==> src/rtl/envelope_trig_pkg.sv <==
// Shared widths and FSM state type for the envelope power trigger.
// Imported by the top module and the sliding window accumulator.
package envelope_trig_pkg;

  localparam int NSAMPS   = 8;
  localparam int INBITS   = 12;
  localparam int SQBITS   = 23;
  localparam int BEATBITS = 26;

  typedef enum logic [1:0] {
    IDLE,
    ARMED,
    HOLDOFF
  } trig_state_t;

endpackage

==> src/rtl/sliding_window_sum.sv <==
// Running sum of the last 2^WINDOW_LOG2 input words.
// A register delay line supplies the word leaving the window.
module sliding_window_sum
  import envelope_trig_pkg::*;
#(
  parameter int DATBITS     = BEATBITS,
  parameter int WINDOW_LOG2 = 2
) (
  input  logic                           clk_i,
  input  logic                           rst_i,
  input  logic [DATBITS-1:0]             dat_i,
  output logic [DATBITS+WINDOW_LOG2-1:0] sum_o
);

  localparam int DEPTH   = 1 << WINDOW_LOG2;
  localparam int SUMBITS = DATBITS + WINDOW_LOG2;

  logic [DATBITS-1:0] dly_q [DEPTH];
  logic [SUMBITS-1:0] acc_q;

  // acc never drops below the oldest entry, so the subtract cannot wrap
  always_ff @(posedge clk_i) begin
    if (rst_i) begin
      for (int i = 0; i < DEPTH; i++) begin
        dly_q[i] <= '0;
      end
      acc_q <= '0;
    end else begin
      dly_q[0] <= dat_i;
      for (int i = 1; i < DEPTH; i++) begin
        dly_q[i] <= dly_q[i-1];
      end
      acc_q <= acc_q
             + SUMBITS'(dat_i)
             - SUMBITS'(dly_q[DEPTH-1]);
    end
  end

  assign sum_o = acc_q;

endmodule

==> src/rtl/envelope_power_trigger.sv <==
// Per-beat power, windowed sum and threshold trigger with holdoff.
// Squaring and adder tree live here; the window is a sub-module.
module envelope_power_trigger
  import envelope_trig_pkg::*;
#(
  parameter int INBITS      = 12,
  parameter int WINDOW_LOG2 = 2,
  parameter int HOLDBITS    = 16,
  parameter int CNTBITS     = 16
) (
  input  logic                            clk_i,
  input  logic                            rst_i,
  input  logic [NSAMPS-1:0][INBITS-1:0]   dat_i,
  input  logic                            enable_i,
  input  logic [BEATBITS+WINDOW_LOG2-1:0] threshold_i,
  input  logic [HOLDBITS-1:0]             holdoff_i,
  output logic [BEATBITS+WINDOW_LOG2-1:0] power_o,
  output logic                            trig_o,
  output logic                            armed_o,
  output logic [CNTBITS-1:0]              trig_count_o
);

  localparam int PAIRBITS = SQBITS + 1;
  localparam int NPAIRS   = NSAMPS / 2;

  logic [NSAMPS-1:0][INBITS-1:0] dat_q;
  logic [NSAMPS-1:0][SQBITS-1:0] sq_d;
  logic [NSAMPS-1:0][SQBITS-1:0] sq_q;
  logic [NPAIRS-1:0][PAIRBITS-1:0] pair_q;
  logic [BEATBITS-1:0] beat_d;
  logic [BEATBITS-1:0] beat_q;

  // magnitude fits INBITS unsigned, even for the most negative code
  for (genvar i = 0; i < NSAMPS; i++) begin : g_sq
    logic [INBITS-1:0] mag;
    assign mag = dat_q[i][INBITS-1]
               ? (~dat_q[i] + INBITS'(1))
               : dat_q[i];
    assign sq_d[i] = SQBITS'(mag) * SQBITS'(mag);
  end

  always_comb begin
    beat_d = '0;
    for (int j = 0; j < NPAIRS; j++) begin
      beat_d = beat_d + BEATBITS'(pair_q[j]);
    end
  end

  always_ff @(posedge clk_i) begin
    if (rst_i) begin
      dat_q  <= '0;
      sq_q   <= '0;
      pair_q <= '0;
      beat_q <= '0;
    end else begin
      dat_q <= dat_i;
      sq_q  <= sq_d;
      for (int j = 0; j < NPAIRS; j++) begin
        pair_q[j] <= PAIRBITS'(sq_q[2*j])
                   + PAIRBITS'(sq_q[2*j+1]);
      end
      beat_q <= beat_d;
    end
  end

  sliding_window_sum #(
    .DATBITS     (BEATBITS),
    .WINDOW_LOG2 (WINDOW_LOG2)
  ) u_window (
    .clk_i (clk_i),
    .rst_i (rst_i),
    .dat_i (beat_q),
    .sum_o (power_o)
  );

  trig_state_t         state_q, state_d;
  logic [HOLDBITS-1:0] hcnt_q, hcnt_d;
  logic [CNTBITS-1:0]  cnt_q, cnt_d;
  logic                trig_q, trig_d;
  logic                above;

  assign above = power_o > threshold_i;

  always_ff @(posedge clk_i) begin
    if (rst_i) begin
      state_q <= IDLE;
      hcnt_q  <= '0;
      cnt_q   <= '0;
      trig_q  <= 1'b0;
    end else begin
      state_q <= state_d;
      hcnt_q  <= hcnt_d;
      cnt_q   <= cnt_d;
      trig_q  <= trig_d;
    end
  end

  // disable wins over every other transition
  always_comb begin
    state_d = state_q;
    hcnt_d  = hcnt_q;
    cnt_d   = cnt_q;
    trig_d  = 1'b0;
    if (!enable_i) begin
      state_d = IDLE;
      hcnt_d  = '0;
    end else begin
      unique case (state_q)
        IDLE: begin
          state_d = ARMED;
        end
        ARMED: begin
          if (above) begin
            trig_d  = 1'b1;
            hcnt_d  = holdoff_i;
            state_d = HOLDOFF;
            if (cnt_q != '1) begin
              cnt_d = cnt_q + CNTBITS'(1);
            end
          end
        end
        HOLDOFF: begin
          if (hcnt_q == '0) begin
            state_d = ARMED;
          end else begin
            hcnt_d = hcnt_q - HOLDBITS'(1);
          end
        end
        default: begin
          state_d = IDLE;
        end
      endcase
    end
  end

  assign trig_o       = trig_q;
  assign armed_o      = (state_q == ARMED);
  assign trig_count_o = cnt_q;

endmodule

==> config.mk <==
export PLATFORM = sky130hd
export DESIGN_NAME = envelope_power_trigger
export DESIGN_NICKNAME = d
export VERILOG_FILES = /design/src/rtl/envelope_trig_pkg.sv /design/src/rtl/sliding_window_sum.sv /design/src/rtl/envelope_power_trigger.sv
export SDC_FILE = /design/constraint.sdc
export NUM_CORES = 2
export LEC_CHECK = 0
export ABC_CLOCK_PERIOD_IN_PS = 8500
export CORE_MARGIN = 1.5
export CORE_UTILIZATION = 30
export CTS_BUF_LIST = sky130_fd_sc_hd__clkbuf_8
export CTS_CLUSTER_DIAMETER = 100
export DETAILED_ROUTE_END_ITERATION = 10
export PLACE_DENSITY_LB_ADDON = 0.25
export SYNTH_ARGS = -nofsm -noshare
export SYNTH_HDL_FRONTEND = slang
export SYNTH_SLANG_ARGS = --single-unit
==> constraint.sdc <==
create_clock -name clk_i -period 8.5 [get_ports clk_i]
set_input_delay 1.7 -clock clk_i [delete_from_list [all_inputs] [get_ports clk_i]]
set_output_delay 1.7 -clock clk_i [all_outputs]
set_load 0.01 [all_outputs]
---- Word level (Yosys, flattened, before mapping) ----
Memory sizes are Yosys's and may differ from the RTL's.
Cells that the tools add are included.
operators by class
  multiply operators ...................... 8
  reduce and logical (&&, ||, !) cells .... 8
  equality and inequality tests ........... 6
  bitwise gates (word level) .............. 14
  order comparisons ....................... 1
  muxes and demuxes ....................... 22
  add/subtract/negate cells ............... 19
operators with widths
  kind                                                                  number
  12-bit by 12-bit multiplier with 23-bit output                        8
  26-bit 2-to-1 mux                                                     4
  12-bit by 1-bit adder with 12-bit output, second input constant       8
  23-bit by 23-bit adder with 24-bit output                             4
  12-bit 2-to-1 mux                                                     8
  12-bit inverter                                                       8
  16-bit 2-to-1 mux                                                     2
  16-bit case mux with 2 select lines                                   1
  28-bit by 26-bit adder with 28-bit output                             1
  28-bit > comparator                                                   1
  28-bit by 26-bit subtractor with 28-bit output                        1
  25-bit by 24-bit adder with 26-bit output                             1
  26-bit by 24-bit adder with 26-bit output                             1
  24-bit by 24-bit adder with 25-bit output                             1
  16-bit by 1-bit adder with 16-bit output, second input constant       1
  16-bit logical NOT                                                    1
  16-bit inequality test, second input constant                         1
  16-bit by 1-bit subtractor with 16-bit output, second input constant  1
  2-bit case mux with 3 select lines                                    1
  1-bit 2-to-1 mux                                                      4
  2-bit 2-to-1 mux                                                      2
  2-bit inequality test, second input constant                          2
  1-bit bitwise OR                                                      4
  4-bit AND reduction                                                   1
  other kinds (10)                                                      11
word-level totals
  memories kept ........................... 1
  RAM bits ................................ 104
  input port bits ......................... 143
  register bits after elaboration ......... 465
  output and inout port bits .............. 46
  word-level logic and storage cells ...... 105
memories
  name            depth  bits a word  rd ports  clocked after memory_dff  wr ports  line                      RTL
  u_window.dly_q  4      26           4         0                         4         sliding_window_sum.sv:18  logic [DATBITS-1:0] dly_q [DEPTH];

---- Longest topological paths before layout ----
  word-level depth ........................ 4
  depth in mapped cells ................... 28

---- Cells and area by module ----
Synthesis repeated with hierarchy kept, for this count alone.
second synthesis, totals
  cells, all modules ...................... 6060
  area, all modules ....................... 54028.1 um2
modules (own cells, without submodules)
  module                  area an instance (um2)  seq. area each (um2)  cells an instance  times used
  envelope_power_trigger  48231.3                 8588.2                5438               1
  sliding_window_sum      5796.8                  2642.5                622                1

---- Worst setup path before layout ----
OpenSTA, ideal clock, no wires.
  path type ............................... register -> register
  start ................................... register dat_q[38] (netlist name)
  end ..................................... register sq_q[90] (netlist name)
  setup time .............................. 0.121 ns
  cell stages (with the launch flop) ...... 27
  data required time ...................... 8.379 ns
  path slack .............................. 1.855 ns
  arrival ................................. 6.524 ns
  cell sequence ........................... dfxtp_1 -> nor3_1 -> nand3_1 -> or2_2 -> o41ai_1 -> xor2_1 -> inv_1 -> nand2_1 -> inv_1 -> fa_1 -> ha_1 -> a21oi_1 -> fa_1 -> inv_1 -> fa_1 -> inv_1 -> fa_1 -> inv_1 -> ha_1 -> a21o_1 -> a21o_1 -> a21o_1 -> or2_2 -> o311a_1 -> o41ai_1 -> o21ai_0 -> mux2_2
on the way
  longest elaborated chain between the ends .. 4
ends and longest elaborated chain
  what                                                line                          RTL
  start, declared                                     envelope_power_trigger.sv:26  logic [NSAMPS-1:0][INBITS-1:0] dat_q;
  start signal, assigned                              envelope_power_trigger.sv:56  dat_q <= dat_i;
  12-bit inverter                                     envelope_power_trigger.sv:37  ? (~dat_q[i] + INBITS'(1))
  12-bit by 1-bit adder with 12-bit output            envelope_power_trigger.sv:37
  12-bit 2-to-1 mux (*)                               envelope_power_trigger.sv:37
  12-bit by 12-bit multiplier with 23-bit output (*)  envelope_power_trigger.sv:39  assign sq_d[i] = SQBITS'(mag) * SQBITS'(mag);
  end signal, assigned                                envelope_power_trigger.sv:57  sq_q <= sq_d;
  end, declared                                       envelope_power_trigger.sv:28  logic [NSAMPS-1:0][SQBITS-1:0] sq_q;
Every way passes the cells marked *; elsewhere a longest branch is shown, timed or not.
A chain may end at the register's enable or synchronous reset.

---- Worst setup path in the final report ----
  start ................................... register dat_q[60] (netlist name)
  end ..................................... register sq_q[136] (netlist name)
The elaborated chain is that of the path after synthesis.

==> summary.txt <==
Run status
  – Status: completed

Yosys
  – Post-synth top area share: 25.9%
  – Distinct cell type count after synthesis: 82
  – #FFs+latches synth: 561
  – Syn Inst Count: 6018
  – Synthesized area: 0.0539 sq mm
  – Mean Syn Cell Area: 8.95 sq um
  – Yosys warns: 0
  – Cell taking the most area after synthesis: fa_1
  – Post-synth EDFFs: 0
  – Most frequent cell after synthesis: inv_1
  – Synth top cells by count: 1245 x inv_1, 698 x fa_1, 689 x nor2_1, 604 x ha_1, 561 x dfxtp_1
  – Sequential element share of the synthesized area: 20.9%
  – Asr flop ratio synth: 0%
  – Most used DFF post-synth: dfxtp_1
  – Top post-synthesis cells by area: fa_1 26%, dfxtp_1 21%, ha_1 14%, inv_1 8.7%, nor2_1 4.8%

Layout
  – Final-layout fill cell count: 18600
  – Multi-input logic area: 0.0377 sq mm
  – Layout Nets: 7733
  – Area Overhead vs Synth: 13.4%
  – Layout cell share with drive strength beyond 1: 4.29%
  – Reg area: 0.0112 sq mm

Die
  – CORE AREA: 0.178 sq mm
  – Rows: 155
  – I/O pins: 189
  – Die area: 0.182 sq mm
  – DIE WIDTH: 427 microns
  – Initial Utilization: 30.2%
  – Die Span Y: 427 microns

Clock network
  – Clock root buffer: clkbuf_8
  – CTS resizes: 0
  – Max Buffers Root-to-Sink: 3
  – CTS tree: yes
  – Clk sinks: 561
  – Number of setup buffers added after CTS: 0
  – Clk pin slew, worst setup/hold paths: 0.06 ns
  – H-tree depth: 3
  – Hold_buf cts: 0
  – Worst-Skew Late Latency: 0.83 ns
  – CTS Buf Count: 102

STA
  – Fmax achieved: 136 MHz
  – Hold WS: 0.414 ns
  – Min Tclk post-route: 7.35 ns
  – Final hold violations: 0
  – Worst Skew: 0.0843 ns
  – Worst Tran Pin Value: 1.23 ns
  – Final setup TNS: 0 ns
  – Max-slew violations: 0
  – Final Cycle Share: 86.5%
  – Final Setup Violations: 0
  – Slew HR: 17.8%
  – RSZ-0062 raised after global routing: no

Route
  – Post-Route WL: 126000 microns
  – Violation count after the first detailed-routing iteration: 1555
  – Via count: 38600
  – Drc violations: 0
  – Number of antenna-violating nets in the routed design: 0
  – WL/cell: 14.4 microns
  – Via density: 4.42
  – DR pass1 iterations: 5

Global routing
  – Initial antenna violation count: 4
  – First-pass GRT wire length: 207000 microns
  – GRT overflow: 0
  – Largest net degree at the start of global routing: 203
  – Global Route Usage Sum: 14.1%
  – Vias in the first global route: 40400

Worst setup path
  – Register-to-Register Path Depth: 25
  – Worst Setup End Kind: flop
  – Critical path required time: 9.19 ns
  – CP max-delay cell: xor2_1
  – CP delay by family, top: adder cells
  – Worst Path Buf+Inv: 7
  – Critical path class: reg -> reg
  – Levels on crit path: 25
  – Critical path arrival: 8.04 ns
  – Startpoint class of the critical path: flop
  – Critical path's largest stage delay: 0.57 ns
  – Max FO, Critical Path: 9
  – Worst reg2reg setup slack: 1.15 ns
  – Crit path top cell by count: inv_1

Place
  – Buffers on Ports: 188
  – Placer congestion estimate: 0.855
  – Dpl hpwl: 104000 microns

Worst hold path
  – WHS Path Cells: 1
  – Hold Crit Class: reg -> reg

Power and ir drop
  – P_sw: 8.88 mW
  – Clock group share of total power: 15.1%
  – Comb power frac: 65.9%
  – Peak supply drop: 192 uV
  – PwrDens: 314 mW/mm^2
  – Share of power burned in registers: 19.1%
  – Switch share: 46.4%
  – Leak: 30.5 nW
  – Cell Int Power: 10.3 mW

Flow run
  – Maxcap violations: 0
[worst paths after layout]
check | start | end
worst max-delay path | dat_q[60] | sq_q[136]
worst min-delay path | u_window.dly_q[1][13] | u_window.dly_q[2][13]
worst max register to register | dat_q[60] | sq_q[136]
worst min register to register | u_window.dly_q[1][13] | u_window.dly_q[2][13]
[cells by family after synthesis]
kind of cell	count (synthesis)	share of synthesized area (%)
simple gates	1740	15.3
buf+inv	1373	9.60
fa+ha+maj	1302	40.0
compound gates	689	8.41
flops	561	20.9
xor+xnor	319	5.19
mux	32	0.655
other cells	2	0.0139
[state kept, by name, indices dropped and copies added, names as in the netlist]
signal	cells
u_window.dly_q	104
trig_count_o	16
state_q	2
beat_q	26
sq_q	176
u_window.sum_o	28
dat_q	96
pair_q	96
trig_o	1
hcnt_q	16
[cell type report]
type	count	share of cell area, %
Clock buffer	119	2.68
Clock inverter	63	1.09
Antenna cell	10	0.0410
Multi-Input combinational cell	4138	61.7
Timing Repair Buffer	216	3.48
Sequential cell	561	18.4
Tap cell	2355	4.83
Inverter	1269	7.80
[metrics by stage]
step / util [%] / instances / instance area [sq um] / total power [mW] / setup slack (ns)
floorplan: - / 6072 / 54100 / 13.2 / 1.86
global placement: 32.9 / 8539 / 58700 / 16.3 / 1.24
detailed placement: 32.9 / 8539 / 58700 / 16.4 / 1.18
CTS: 34.2 / 8721 / 61000 / 19.5 / 1.16
global route: 34.2 / 8731 / 61100 / 21.4 / 0.532
finish: 34.2 / 8731 / 61100 / 19.2 / 1.15
[layout by cell type, fill, tap and decap left out, types with 29 or more instances in the layout]
cell type and n:
a21o_1 98, a21oi_1 178, a31oi_1 37, and2_1 33, and3_1 30, clkbuf_8 119
clkdlybuf4s50_1 187, conb_1 56, dfxtp_1 561, fa_1 698, ha_1 604, inv_1 1267
nand2_1 343, nand2b_1 57, nand3_1 41, nor2_1 689, nor2b_1 280, nor3_1 119
o21a_1 48, o21ai_0 134, o31ai_1 29, xnor2_1 192, xor2_1 127
[layer usage]
layer | GRT usage, % | wire, microns | up-vias
met1 | 18.2 | 58100 | 18600
li1 | - | - | 19400
met3 | 1.90 | 3670 | 167
met2 | 24.3 | 59700 | 539
met4 | 4.38 | 4070 | 0
met5 | 0 | 0 | -
[power by group through the flow]
stage	clock (mW)	sequential [mW]	combinational [mW]
floorplan	0	3.52	9.67
global placement	0	3.73	12.6
detailed placement	0	3.72	12.7
CTS	3.01	3.67	12.8
global route	3.11	3.71	14.6
finish	2.89	3.65	12.6
(Power assumes the default switching activity.)
